--- src/rtl/d7s_scan_ctrl_pkg.sv ---
`default_nettype none
// ============================================================================
// Module   : d7s_pkg
// Purpose  : Shared types and constants for the 7-segment scan controller.
//            Segment patterns are {g,f,e,d,c,b,a}, active high.
// Contents : state_t       scan FSM state
//            SEG_0..SEG_F  hex glyph patterns
// Revision : 1.0  initial release
// ============================================================================
package d7s_pkg;

    typedef enum logic [1:0] {
        OFF   = 2'd0,
        BLANK = 2'd1,
        SHOW  = 2'd2
    } state_t;

    localparam logic [6:0] SEG_0 = 7'h3F;
    localparam logic [6:0] SEG_1 = 7'h06;
    localparam logic [6:0] SEG_2 = 7'h5B;
    localparam logic [6:0] SEG_3 = 7'h4F;
    localparam logic [6:0] SEG_4 = 7'h66;
    localparam logic [6:0] SEG_5 = 7'h6D;
    localparam logic [6:0] SEG_6 = 7'h7D;
    localparam logic [6:0] SEG_7 = 7'h07;
    localparam logic [6:0] SEG_8 = 7'h7F;
    localparam logic [6:0] SEG_9 = 7'h6F;
    localparam logic [6:0] SEG_A = 7'h77;
    localparam logic [6:0] SEG_B = 7'h7C;
    localparam logic [6:0] SEG_C = 7'h39;
    localparam logic [6:0] SEG_D = 7'h5E;
    localparam logic [6:0] SEG_E = 7'h79;
    localparam logic [6:0] SEG_F = 7'h71;

endpackage : d7s_pkg
`default_nettype wire

--- src/rtl/d7s_scan_ctrl_if.sv ---
`default_nettype none
// ============================================================================
// Module   : d7s_scan_ctrl_if
// Purpose  : Valid/ready load channel carrying one display word.
// Signals  : load_valid  requester offers load_data
//            load_ready  controller can take a word this cycle
//            load_data   4*NUM_DIGITS hex codes, digit 0 in [3:0]
// Modports : master (requester), slave (scan controller)
// Revision : 1.0  initial release
// ============================================================================
interface d7s_scan_ctrl_if #(
    parameter int NUM_DIGITS = 3
);
    logic                      load_valid;
    logic                      load_ready;
    logic [4*NUM_DIGITS-1:0]   load_data;

    modport master (
        output load_valid,
        output load_data,
        input  load_ready
    );

    modport slave (
        input  load_valid,
        input  load_data,
        output load_ready
    );
endinterface : d7s_scan_ctrl_if
`default_nettype wire

--- src/rtl/d7s_scan_ctrl_seg7_decode.sv ---
`default_nettype none
// ============================================================================
// Module   : seg7_decode
// Purpose  : Combinational hex digit to 7-segment pattern decoder.
// Ports    : i_hex  4-bit hex code
//            o_seg  {g,f,e,d,c,b,a}, active high
// Revision : 1.0  initial release
// ============================================================================
module seg7_decode
    import d7s_pkg::*;
(
    input  wire logic [3:0] i_hex,
    output logic      [6:0] o_seg
);

    always_comb begin
        o_seg = SEG_0;
        case (i_hex)
            4'h0: o_seg = SEG_0;
            4'h1: o_seg = SEG_1;
            4'h2: o_seg = SEG_2;
            4'h3: o_seg = SEG_3;
            4'h4: o_seg = SEG_4;
            4'h5: o_seg = SEG_5;
            4'h6: o_seg = SEG_6;
            4'h7: o_seg = SEG_7;
            4'h8: o_seg = SEG_8;
            4'h9: o_seg = SEG_9;
            4'hA: o_seg = SEG_A;
            4'hB: o_seg = SEG_B;
            4'hC: o_seg = SEG_C;
            4'hD: o_seg = SEG_D;
            4'hE: o_seg = SEG_E;
            4'hF: o_seg = SEG_F;
            default: o_seg = SEG_0;
        endcase
    end

endmodule : seg7_decode
`default_nettype wire

--- src/rtl/d7s_scan_ctrl.sv ---
`default_nettype none
// ============================================================================
// Module   : d7s_scan_ctrl
// Purpose  : Time-multiplexed scan controller for a common-segment 7-segment
//            display. Each digit visit is BLANK_CYC all-off clocks followed by
//            SCAN_DIV lit clocks. New words arrive over a valid/ready channel
//            into a one-deep pending buffer and are committed to the shown
//            word only at frame wrap or while off, so a frame never tears.
// Ports    : clk        system clock, rising edge
//            rst_n      asynchronous reset, active low
//            enable     1 = scanning, 0 = display off
//            load_if    slave side of the load channel
//            seg        {g,f,e,d,c,b,a}, active high, registered
//            digit_sel  one-hot digit enable, registered
//            frame_tick one-cycle pulse when the scan wraps to digit 0
// Revision : 1.0  initial release
// ============================================================================
module d7s_scan_ctrl
    import d7s_pkg::*;
#(
    parameter int NUM_DIGITS = 3,
    parameter int SCAN_DIV   = 1024,
    parameter int BLANK_CYC  = 16,
    parameter int DIV_W      = 16
) (
    input  wire logic             clk,
    input  wire logic             rst_n,
    input  wire logic             enable,
    d7s_scan_ctrl_if.slave        load_if,
    output logic [6:0]            seg,
    output logic [NUM_DIGITS-1:0] digit_sel,
    output logic                  frame_tick
);

    localparam int                c_IDX_W      = (NUM_DIGITS > 1) ? $clog2(NUM_DIGITS) : 1;
    localparam logic [c_IDX_W-1:0] c_IDX_LAST  = c_IDX_W'(NUM_DIGITS - 1);
    localparam logic [DIV_W-1:0]  c_BLANK_LAST = DIV_W'(BLANK_CYC - 1);
    localparam logic [DIV_W-1:0]  c_SHOW_LAST  = DIV_W'(SCAN_DIV - 1);

    state_t                          r_state;
    logic [DIV_W-1:0]                r_presc;
    logic [c_IDX_W-1:0]              r_idx;
    logic [NUM_DIGITS-1:0][3:0]      r_active;
    logic [NUM_DIGITS-1:0][3:0]      r_pending;
    logic                            r_pfull;
    logic [6:0]                      r_seg;
    logic [NUM_DIGITS-1:0]           r_digit_sel;
    logic                            r_frame_tick;

    state_t                          w_state_nxt;
    logic [DIV_W-1:0]                w_presc_nxt;
    logic [c_IDX_W-1:0]              w_idx_nxt;
    logic                            w_wrap;
    logic [6:0]                      w_seg_nxt;
    logic [NUM_DIGITS-1:0]           w_sel_nxt;
    logic [3:0]                      w_digit;
    logic [6:0]                      w_digit_seg;
    logic                            w_accept;
    logic                            w_commit;

    assign w_digit = r_active[r_idx];

    seg7_decode u_seg7_decode (
        .i_hex (w_digit),
        .o_seg (w_digit_seg)
    );

    // Next state, prescaler and digit index. Output patterns are derived
    // from the next state so they change on the same edge as the state.
    always_comb begin
        w_state_nxt = r_state;
        w_presc_nxt = r_presc;
        w_idx_nxt   = r_idx;
        w_wrap      = 1'b0;
        w_seg_nxt   = '0;
        w_sel_nxt   = '0;

        if (!enable) begin
            w_state_nxt = OFF;
            w_presc_nxt = '0;
            w_idx_nxt   = '0;
        end else begin
            case (r_state)
                OFF: begin
                    w_state_nxt = BLANK;
                    w_presc_nxt = '0;
                    w_idx_nxt   = '0;
                end
                BLANK: begin
                    if (r_presc == c_BLANK_LAST) begin
                        w_state_nxt = SHOW;
                        w_presc_nxt = '0;
                    end else begin
                        w_presc_nxt = r_presc + DIV_W'(1);
                    end
                end
                SHOW: begin
                    if (r_presc == c_SHOW_LAST) begin
                        w_state_nxt = BLANK;
                        w_presc_nxt = '0;
                        if (r_idx == c_IDX_LAST) begin
                            w_idx_nxt = '0;
                            w_wrap    = 1'b1;
                        end else begin
                            w_idx_nxt = r_idx + c_IDX_W'(1);
                        end
                    end else begin
                        w_presc_nxt = r_presc + DIV_W'(1);
                    end
                end
                default: begin
                    w_state_nxt = OFF;
                    w_presc_nxt = '0;
                    w_idx_nxt   = '0;
                end
            endcase
        end

        // SHOW is only ever entered or held with the index unchanged, and the
        // active word never changes across those edges, so the current
        // index and word give the pattern for the next cycle.
        if (w_state_nxt == SHOW) begin
            w_sel_nxt = NUM_DIGITS'(1) << r_idx;
            w_seg_nxt = w_digit_seg;
        end
    end

    // An accept can only happen with the buffer empty, and a commit only with
    // it full, so the two never coincide and there is no bypass path.
    assign w_accept = load_if.load_valid && !r_pfull;
    assign w_commit = r_pfull && (w_wrap || (r_state == OFF));

    always_ff @(posedge clk or negedge rst_n) begin
        if (!rst_n) begin
            r_state      <= OFF;
            r_presc      <= '0;
            r_idx        <= '0;
            r_seg        <= '0;
            r_digit_sel  <= '0;
            r_frame_tick <= 1'b0;
        end else begin
            r_state      <= w_state_nxt;
            r_presc      <= w_presc_nxt;
            r_idx        <= w_idx_nxt;
            r_seg        <= w_seg_nxt;
            r_digit_sel  <= w_sel_nxt;
            r_frame_tick <= w_wrap;
        end
    end

    always_ff @(posedge clk or negedge rst_n) begin
        if (!rst_n) begin
            r_active  <= '0;
            r_pending <= '0;
            r_pfull   <= 1'b0;
        end else begin
            if (w_accept) begin
                r_pending <= load_if.load_data;
                r_pfull   <= 1'b1;
            end else if (w_commit) begin
                r_active  <= r_pending;
                r_pfull   <= 1'b0;
            end
        end
    end

    assign load_if.load_ready = !r_pfull;
    assign seg                = r_seg;
    assign digit_sel          = r_digit_sel;
    assign frame_tick         = r_frame_tick;

endmodule : d7s_scan_ctrl
`default_nettype wire

--- src/flat_wrapper.sv ---
// flat-port wrapper written by rule: the top's interface ports become plain ports
module d7s_scan_ctrl_flat import d7s_pkg::*;
#(
    parameter int NUM_DIGITS = 3,
    parameter int SCAN_DIV   = 1024,
    parameter int BLANK_CYC  = 16,
    parameter int DIV_W      = 16
)
  (clk, rst_n, enable, seg, digit_sel, frame_tick, load_if_load_valid, load_if_load_data, load_if_load_ready);
  d7s_scan_ctrl_if #(.NUM_DIGITS(NUM_DIGITS)) load_if_i ();
  input  wire logic clk;
  input  wire logic rst_n;
  input  wire logic enable;
  output logic [6:0] seg;
  output logic [NUM_DIGITS-1:0] digit_sel;
  output logic frame_tick;
  input wire logic [$bits(load_if_i.load_valid)-1:0] load_if_load_valid;
  input wire logic [$bits(load_if_i.load_data)-1:0] load_if_load_data;
  output wire logic [$bits(load_if_i.load_ready)-1:0] load_if_load_ready;
  assign load_if_i.load_valid = load_if_load_valid;
  assign load_if_i.load_data = load_if_load_data;
  assign load_if_load_ready = load_if_i.load_ready;
  d7s_scan_ctrl #(.NUM_DIGITS(NUM_DIGITS), .SCAN_DIV(SCAN_DIV), .BLANK_CYC(BLANK_CYC), .DIV_W(DIV_W)) u_core (.clk(clk), .rst_n(rst_n), .enable(enable), .load_if(load_if_i), .seg(seg), .digit_sel(digit_sel), .frame_tick(frame_tick));
endmodule
--- config.mk ---
export PLATFORM = sky130hd
export DESIGN_NAME = d7s_scan_ctrl_flat
export DESIGN_NICKNAME = d
export VERILOG_FILES = /design/src/rtl/d7s_scan_ctrl_pkg.sv /design/src/rtl/d7s_scan_ctrl_if.sv /design/src/rtl/d7s_scan_ctrl_seg7_decode.sv /design/src/rtl/d7s_scan_ctrl.sv /design/src/flat_wrapper.sv
export SDC_FILE = /design/constraint.sdc
export NUM_CORES = 1
export LEC_CHECK = 0
export ABC_CLOCK_PERIOD_IN_PS = 2700
export BUFFER_PORTS_ARGS = -buffer_cell sky130_fd_sc_hd__buf_2
export CAP_MARGIN = 20
export CORE_ASPECT_RATIO = 1.4
export CORE_MARGIN = 2
export CORE_UTILIZATION = 40
export CTS_CLUSTER_DIAMETER = 150
export CTS_CLUSTER_SIZE = 25
export DETAILED_ROUTE_END_ITERATION = 10
export MAX_ROUTING_LAYER = met4
export SETUP_SLACK_MARGIN = 0.1
export SYNTH_ARGS = -nofsm -noshare
export SYNTH_HDL_FRONTEND = slang
export SYNTH_SLANG_ARGS = --single-unit
export TNS_END_PERCENT = 30
--- constraint.sdc ---
create_clock -name clk -period 2.7 [get_ports clk]
set_clock_uncertainty 0.05 [all_clocks]
set_input_delay 0.405 -clock clk [delete_from_list [all_inputs] [get_ports clk]]
set_output_delay 0.405 -clock clk [all_outputs]
set_load 0.005 [all_outputs]
* After elaboration in Yosys (flattened, before gate mapping)
Memory sizes are Yosys's and may differ from the RTL's.
Cells that the tools add are included.
** Operators by class
- Add/sub/neg operators :: 2
- Multiply operators :: 0
- Div/mod/pow operators :: 0
- $lt $le $gt $ge :: 1
- Equality and inequality tests :: 8
- Shift-type cells :: 1
- Mux-type cells :: 22
- Bitwise operators :: 1
- Reduce and logical (&&, ||, !) cells :: 8
** Operator list (number)
- two-way mux 16 bit :: 3
- one-hot mux 16 bit (2 select lines) :: 1
- adder 16 x 1 -> 16 bit, second input constant :: 1
- == test 16 x 10 -> 1 bit, second input constant :: 1
- == test 16 x 4 -> 1 bit, second input constant :: 1
- two-way mux 2 bit :: 6
- binary-select mux 4 bit (select 2 bit) :: 1
- two-way mux 7 bit :: 1
- == test 2 bit, second input constant :: 3
- two-way mux 1 bit :: 6
- one-hot mux 2 bit (3 select lines) :: 1
- two-way mux 4 bit :: 1
- one-hot mux 2 bit (2 select lines) :: 1
- AND reduction 2 bit :: 2
- less-than comparator 2 x 3 -> 1 bit, second input constant :: 1
- two-way mux 3 bit :: 1
- != test 3 x 2 -> 1 bit, second input constant :: 1
- left shift 1 x 2 -> 3 bit, first input constant :: 1
- adder 2 x 1 -> 2 bit, second input constant :: 1
- == test 2 x 1 -> 1 bit, second input constant :: 1
- logical AND 1 bit :: 2
- zero test 2 bit :: 1
- != test 2 bit, second input constant :: 1
- nonzero test 2 bit :: 1
- other kinds (3) :: 3
** Word-level totals
- Register bits :: 56
- Bits in latches :: 0
- RAM bits :: 0
- Bits in read-only memories :: 112
- Input bits :: 16
- Output and inout bits :: 12
- Logic and storage cells :: 57
- Memories :: 1
** Memory list
- (no name shown) :: depth 16, width 7, rd ports 1, clocked after Yosys merged registers in 0, wr ports 0, RTL line d7s_scan_ctrl_seg7_decode.sv:18 : case (i_hex)

* Longest topological paths before layout
Gate-level depths: netlist (run 1).
- Depth in word-level cells :: 9
- Gate-level depth with buffers :: 9
- Gate-level depth less buffers :: 8

* Hierarchy
A second synthesis (run 1) with hierarchy kept.
** Unflattened totals
- Cell total of the unflattened synthesis :: 295
- Area total of the unflattened synthesis :: 3180.6 um^2
** By module, submodules not included
- d7s_scan_ctrl :: instances 1, cells an instance 262, area each 2897.8 um^2, sequential area each 1401.3 um^2
- seg7_decode :: instances 1, cells an instance 33, area each 282.8 um^2, sequential area each 0.0 um^2

* Worst setup path before layout (run 1)
Ideal clock, no wire load.
- Kind :: register to register
- From :: register u_core.r_presc[0]
- To :: register u_core.r_active[10] in the netlist's numbering
- Arrival time :: 1.789 ns
- Path slack :: 0.737 ns
- Stages on the path, launching flop included :: 8
- Buffers on the path :: 1
- Period minus slack after synthesis :: 1.963 ns
- Path through :: dfrtp_1 ha_1 and4_2 nand4_1 nor2_2 o21ai_2 clkbuf_8 mux2_2
** On the way
- Word-level cells in the longest chain between the ends :: 7
** Ends and longest elaborated chain
- from (decl) :: RTL line d7s_scan_ctrl.sv:41 : logic [DIV_W-1:0] r_presc;
- from (signal assigned) :: RTL line d7s_scan_ctrl.sv:143 : r_presc <= w_presc_nxt;
- == test 16 x 10 -> 1 bit :: RTL line d7s_scan_ctrl.sv:98 : if (r_presc == c_SHOW_LAST) begin
- two-way mux 1 bit :: RTL line d7s_scan_ctrl.sv:98
- two-way mux 1 bit :: RTL line d7s_scan_ctrl.sv:83 : case (r_state)
- two-way mux 1 bit :: RTL line d7s_scan_ctrl.sv:78 : if (!enable) begin
- named net u_core.w_wrap :: RTL line d7s_scan_ctrl.sv:53 : logic w_wrap;
- logical OR 1 bit :: RTL line d7s_scan_ctrl.sv:131 : assign w_commit = r_pfull && (w_wrap || (r_state == OFF));
- logical AND 1 bit :: RTL line d7s_scan_ctrl.sv:131
- AND reduction 2 bit (no line)
- to (signal assigned) :: RTL line d7s_scan_ctrl.sv:161 : r_active <= r_pending;
- to (decl) :: RTL line d7s_scan_ctrl.sv:43 : logic [NUM_DIGITS-1:0][3:0] r_active;
The timed path passes the listed nets, and every way through them passes these cells.
A chain may end at the register's enable or synchronous reset.

* Final worst setup path (run 1)
- From :: register u_core.r_presc[0]
- To :: register u_core.r_active[3] in the netlist's numbering
Same word-level chain as after synthesis.

==> metrics, run 1 <==
status complete, no violations; fraction of layout instances using a drive strength above 1 26.05%; Initial Util 40.69%; Worst Setup Start Kind flip-flop; Die Wd 72.63 um; Reg power frac 52.1%; Area contributors post-synth dfrtp_1, mux2_2, ha_1; clock sink count 56; Worst Setup End Kind flip-flop; via/cell ratio 5.316; CTS Buf Count 5; post-synth top area share 53.13%; Post-synth EDFFs 0; count of unique library cells instantiated by Yosys 40; Core Rows 35; Final WS setup 391.3 ps; Final Cycle Share 85.51%; routed wl met3 roughly 130 um; Worst slew margin 57.00%; commonest cells in the netlist dfrtp_1, mux2_2, nor2_1; pwr/cell area 692.3 nW/um2; Clock transition at path regs 90 ps; DR DRC count 0; Seq cells post-synth 56; final count of hold timing violations 0; Net Sw Frac around 31%; Synth-to-Final Area Change 11.62%; DR top layer met4; I/O Buffers 27; 1st-iter DRT viols 75; crit path time final approximately 2300 ps; IO Pins 28; Leakage Power between 1 and 1.5 nW; syn_area_per_cell 11.57 um2; n_diodes 0; routability cong. 0.8363; routed vias between 1500 and 2000; post-CTS resize count 0; first drt pass iteration count 4; cells after synthesis 228; CTS root buf clkbuf_8; f_max 0.4332 GHz; ANT nets after route 0; routed wire length ~4700 um; Die Y approximately 100 um; Internal 1.409 mW; clock buffer depth 2; FF/Latch Area 1401 um2; TNS Setup 0 ps; GRT overflow 0; Crit. Startpoint u_core.r_presc[0]; Hold/Removal Path Class in -> reg; Syn Nets between 200 and 300; final-stage net count ~290; Avg WL per Cell 13.98 um; YS warnings 0; gr usage total ~15%; most instantiated library cell after synthesis dfrtp_1; core area 6481 um2; Clock power frac between 20% and 30%; hold_sp load_if_load_data[4]; main flop type after synthesis dfrtp_1; Layout fillers approximately 630; Req. time, crit path between 2000 and 3000 ps; # setup viols final 0; sequential share of the synthesized area around 53%; Hold Buf Count CTS 1; Die Footprint just over 7000 um2; Worst-Margin Slew ~640 ps; antenna violations before repair 0; P_sw 628.7 uW; Met1 Wirelength 1986 um; number of max-cap violations 0; hpwl dp 3486 um; first-pass GRT wire length 8183 um; area of the multi-input gates 1171 um2; pre-CTS setup slack 385.8 ps; TritonCTS clock tree yes; Comb pwr share a little over a quarter; largest area contributor in the netlist dfrtp_1; crit-path max FO 12; Setup CP Type reg -> reg; Max VDD drop 0.4420 mV; largest net degree at the start of global routing 41; RSZ-0062 raised after global routing false; Worst R2R Start u_core.r_presc[0]; H-tree depth 2; Skew-Pair Late Insertion Delay 300 ps; Post-Syn Area 2638 um2; Setup Fix Bufs, Post-CTS 0; metal2 WL 2446 um; ys async rst share between 90% and 100%; final slew viol count 0; CP arrival ~2500 ps; vias in the first global route 1793
-- critical path, cell delays in order, from the launching register on --
cell and delay, ps:
dfrtp_1 410, ha_1 240, and4_2 270, nand4_1 220, nor2_2 100, o21ai_2 500, mux2_2 400
-- cell families after synthesis --
kind of cell / synth area share (%)
AOI/OAI and AO/OA: 7.259
xor gates and xnor gates: 4.649
adders and majority gates: 4.744
buffers and inverters: 2.467
DFF: 53.13
muxes: 12.14
and+or+nand+nor: 15.61
-- cell type report --
cell class                 count  share of cell area, %
clock buffer                   6                  2.465
clock inverter                 1                 0.1700
inverter                       9                  1.147
multi-input combinational    158                  39.78
sequential                    56                  47.60
tap                           74                  3.145
timing repair buffer          31                  5.695
-- placed cells by master, fill, tap and decap left out, types with 2 or more instances in the layout --
master	count
a21oi_1	6
a2bb2oi_1	3
a311oi_1	2
and3_1	5
buf_2	27
buf_4	3
clkbuf_8	5
dfrtp_1	56
ha_1	10
inv_1	9
mux2_2	24
mux2i_1	5
nand2_1	16
nand3_1	7
nand4_1	5
nor2_1	23
nor2b_1	5
nor3_1	7
nor3b_1	4
nor4_1	3
o2bb2ai_1	2
xnor2_1	5
xor2_1	9
-- sequential cells by signal, summed over array words and instances (netlist names) --
signal,flops
u_core.r_active,12
u_core.r_presc,16
u_core.r_state,2
u_core.seg,7
u_core.frame_tick,1
u_core.r_pfull,1
u_core.r_pending,12
u_core.r_idx,2
u_core.digit_sel,3
-- path summary, 6_finish.rpt --
check / cells past startpoint / slack [ps] / endpoint
max in group asynchronous: 3 / 1270 / u_core.seg[5]
setup reg to reg: 6 / 390 / u_core.r_active[3]
hold / removal: 2 / 280 / u_core.r_pending[4]
min in group asynchronous: 2 / 490 / u_core.r_presc[14]
setup / recovery: 6 / 390 / u_core.r_active[3]
hold reg to reg: 1 / 440 / u_core.r_presc[0]
-- power by group through the flow --
stage / sequential (mW) / clock [mW] / combinational (mW)
finish: 1.06 / 0.426 / 0.551
CTS: 1.06 / 0.444 / 0.558
global route: 1.08 / 0.474 / 0.624
floorplan: 1.05 / 0 / 0.439
detailed placement: 1.08 / 0 / 0.551
global placement: 1.08 / 0 / 0.541
-- per-layer routing --
metal | global-route usage, % | vias to the layer above
li1 | - | 865
met1 | 16.79 | 880
met2 | 25.38 | 27
met3 | 3.112 | 9
met4 | 5.840 | 0
met5 | - | -
-- through the flow --
step	instances	hold slack (ps)	power, mW	util (%)	area, um2
after floorplan	228	59.41	1.487	-	2638
final	335	277.7	2.038	45.42	2944
after detailed placement	327	300.3	1.634	44.07	2856
after CTS	335	270.8	2.066	45.42	2944
after global placement	327	296.1	1.621	44.07	2856
after global routing	335	270.1	2.180	45.42	2944
(Power assumes the default switching activity.)
==> inputs of run 2 (changes only) <==
--- a/config.mk
+++ b/config.mk
@@ -10,11 +10,13 @@
 export CAP_MARGIN = 20
 export CORE_ASPECT_RATIO = 1.4
 export CORE_MARGIN = 2
-export CORE_UTILIZATION = 40
+export CORE_UTILIZATION = 55
 export CTS_CLUSTER_DIAMETER = 150
 export CTS_CLUSTER_SIZE = 25
 export DETAILED_ROUTE_END_ITERATION = 10
 export MAX_ROUTING_LAYER = met4
+export PLACE_DENSITY = 0.75
+export REMOVE_ABC_BUFFERS = 1
 export SETUP_SLACK_MARGIN = 0.1
 export SYNTH_ARGS = -nofsm -noshare
 export SYNTH_HDL_FRONTEND = slang
==> run 2 against run 1 <==
Net effect:
- largest cell class unchanged
- worst hold slack got worse by 94 ps
- clock-buffer cell count fell by 1
- wire length fell by 9.8%
- combinational power barely moved
- clock power rose by 6.3%
- critical endpoint is now u_core.seg[5]
- die area fell by 26%
- highest routed layer unchanged
- sequential power barely moved
- maximum frequency rose by 1.5%
- cell count fell by 3.9%
==> metrics, run 2 (same netlist as run 1, synthesis figures left out) <==
Hold/Removal Path Class in -> async; FF-to-FF path depth 7; Synth-to-Final Area Change 10.91%; WP buf/inv 1; antenna violations before repair 0; Worst Setup Start Kind flip-flop; final slew viol count 0; worst-path cell chain mux2i_1 > a2bb2oi_1 > inv_1 > ha_1 > nand2_1 > a21oi_1 > nor3_1; H-tree depth 2; gr usage total 18.05%; Worst slew margin 38.04%; first drt pass iteration count 4; CTS root buf clkbuf_8; slowest CP cell dfrtp_1; number of flip-flops under the largest register name 16; TritonCTS clock tree yes; crit-path max FO 11; worst hold slack around 180 ps; Die Y 85.94 um; post-CTS resize count 0; CTS Buf Count 5; TNS Setup 0 ps; Final Cycle Share 84.27%; # setup viols final 0; commonest non-fill, non-tap cell in the layout dfrtp_1; GRT overflow 0; design area 2925 um2; pwr/cell area approximately 700 nW/um2; Initial Util 57.69%; vias in the first global route 1694; ANT nets after route 0; R2R setup slack 420 ps; Clock transition at path regs 100 ps; Max VDD drop 0.4962 mV; Largest regs u_core.r_presc x16, u_core.r_active x12, u_core.r_pending x12; Leakage Power 1.345 nW; Setup Fix Bufs, Post-CTS 0; fraction of layout instances using a drive strength above 1 26.54%; Worst Setup End Kind flip-flop; via/cell ratio 5.379; DR DRC count 0; final count of hold timing violations 0; Avg WL per Cell 13.12 um; Biggest register u_core.r_presc; hpwl dp 3077 um; core area between 4000 and 5000 um2; clock buffer depth 2; RSZ-0062 raised after global routing false; Crit path max-delay family flip-flops; first-pass GRT wire length 7438 um; I/O Buffers 27; Hold Buf Count CTS 0; Worst-Margin Slew 929.4 ps; Req. time, crit path 2860 ps; Die Wd between 60 and 70 um; clock sink count 56; largest net degree at the start of global routing 45; Skew-Pair Late Insertion Delay 300 ps; Post-DP Area approximately 2800 um2; Setup CP Type reg -> reg; routed vias approximately 1700; f_max 0.4395 GHz; final-stage net count 285; number of max-cap violations 0; CP arrival approximately 2400 ps; crit path time final 2275 ps; WP depth 7; 1st-iter DRT viols 119; Core Rows 29; Die Footprint around 5400 um2; IO Pins 28; n_diodes 0; crit-path max cell delay between 600 and 700 ps; commonest cells after routing, fill and taps aside dfrtp_1, buf_2, mux2_2; Tot Pwr 2.059 mW; routability cong. 0.8561; status complete, no violations; routed wire length approximately 4200 um
## run 2: cell count changes in the layout (fill, tap and decap cells not counted)
cell | previous run | this run
buf_4 | 3 | 2
clkbuf_1 | 1 | 0
clkinv_4 | 0 | 1
dlygate4sd3_1 | 1 | 0
inv_6 | 0 | 1
## run 2: stage by stage
stage / worst slack [ps] / utilization [%] / std cells
global placement: 477.7 / 61.99 / 314
global route: 184.5 / 63.98 / 322
CTS: 419.6 / 63.98 / 322
floorplan: 651.1 / - / 223
finish: 424.6 / 63.98 / 322
detailed placement: 433.0 / 61.99 / 314
## run 2: report_power, final
part	leakage, nW	switching (mW)	internal, mW
combinational	0.572	0.297	0.253
clock	0.0485	0.266	0.186
sequential	0.725	0.0771	0.979
total	1.35	0.640	1.42
## run 2: final cells by class
class / instances / area (um2)
Inverter: 9 / 33.78
Sequential cell: 56 / 1401
Fill cell: 385 / 1647
Timing Repair Buffer: 29 / 150.1
Clock buffer: 5 / 68.82
Clock inverter: 3 / 22.52
Tap cell: 62 / 77.57
Multi-Input combinational cell: 158 / 1171
## run 2: worst register-to-register path, delay by kind of cell, from the launching register on
family / cells / cell delay, ps
AO/OA/AOI/OAI: 2 / 490
flip-flops: 1 / 630
adder cells (fa/ha/maj): 1 / 300
buffers and inverters: 1 / 180
AND/OR/NAND/NOR: 2 / 300
multiplexers: 1 / 250
## run 2: final timing paths
path                                      startpoint                   to
worst max-delay path                 u_core.r_idx[1]        u_core.seg[5]
worst min-delay path                           rst_n    u_core.r_presc[4]
worst max register to register       u_core.r_idx[1]        u_core.seg[5]
worst min register to register     u_core.r_presc[0]    u_core.r_presc[0]
max in group asynchronous                      rst_n  u_core.r_active[11]
min in group clk                load_if_load_data[9]  u_core.r_pending[9]
## run 2: metal layers
metal | vias up | global-route usage, % | routed length [um]
met3 | 6 | 4.724 | 170
met2 | 37 | 30.21 | 2172
met1 | 829 | 20.37 | 1807
met5 | - | - | 0
met4 | 0 | 8.081 | 75
li1 | 860 | - | -
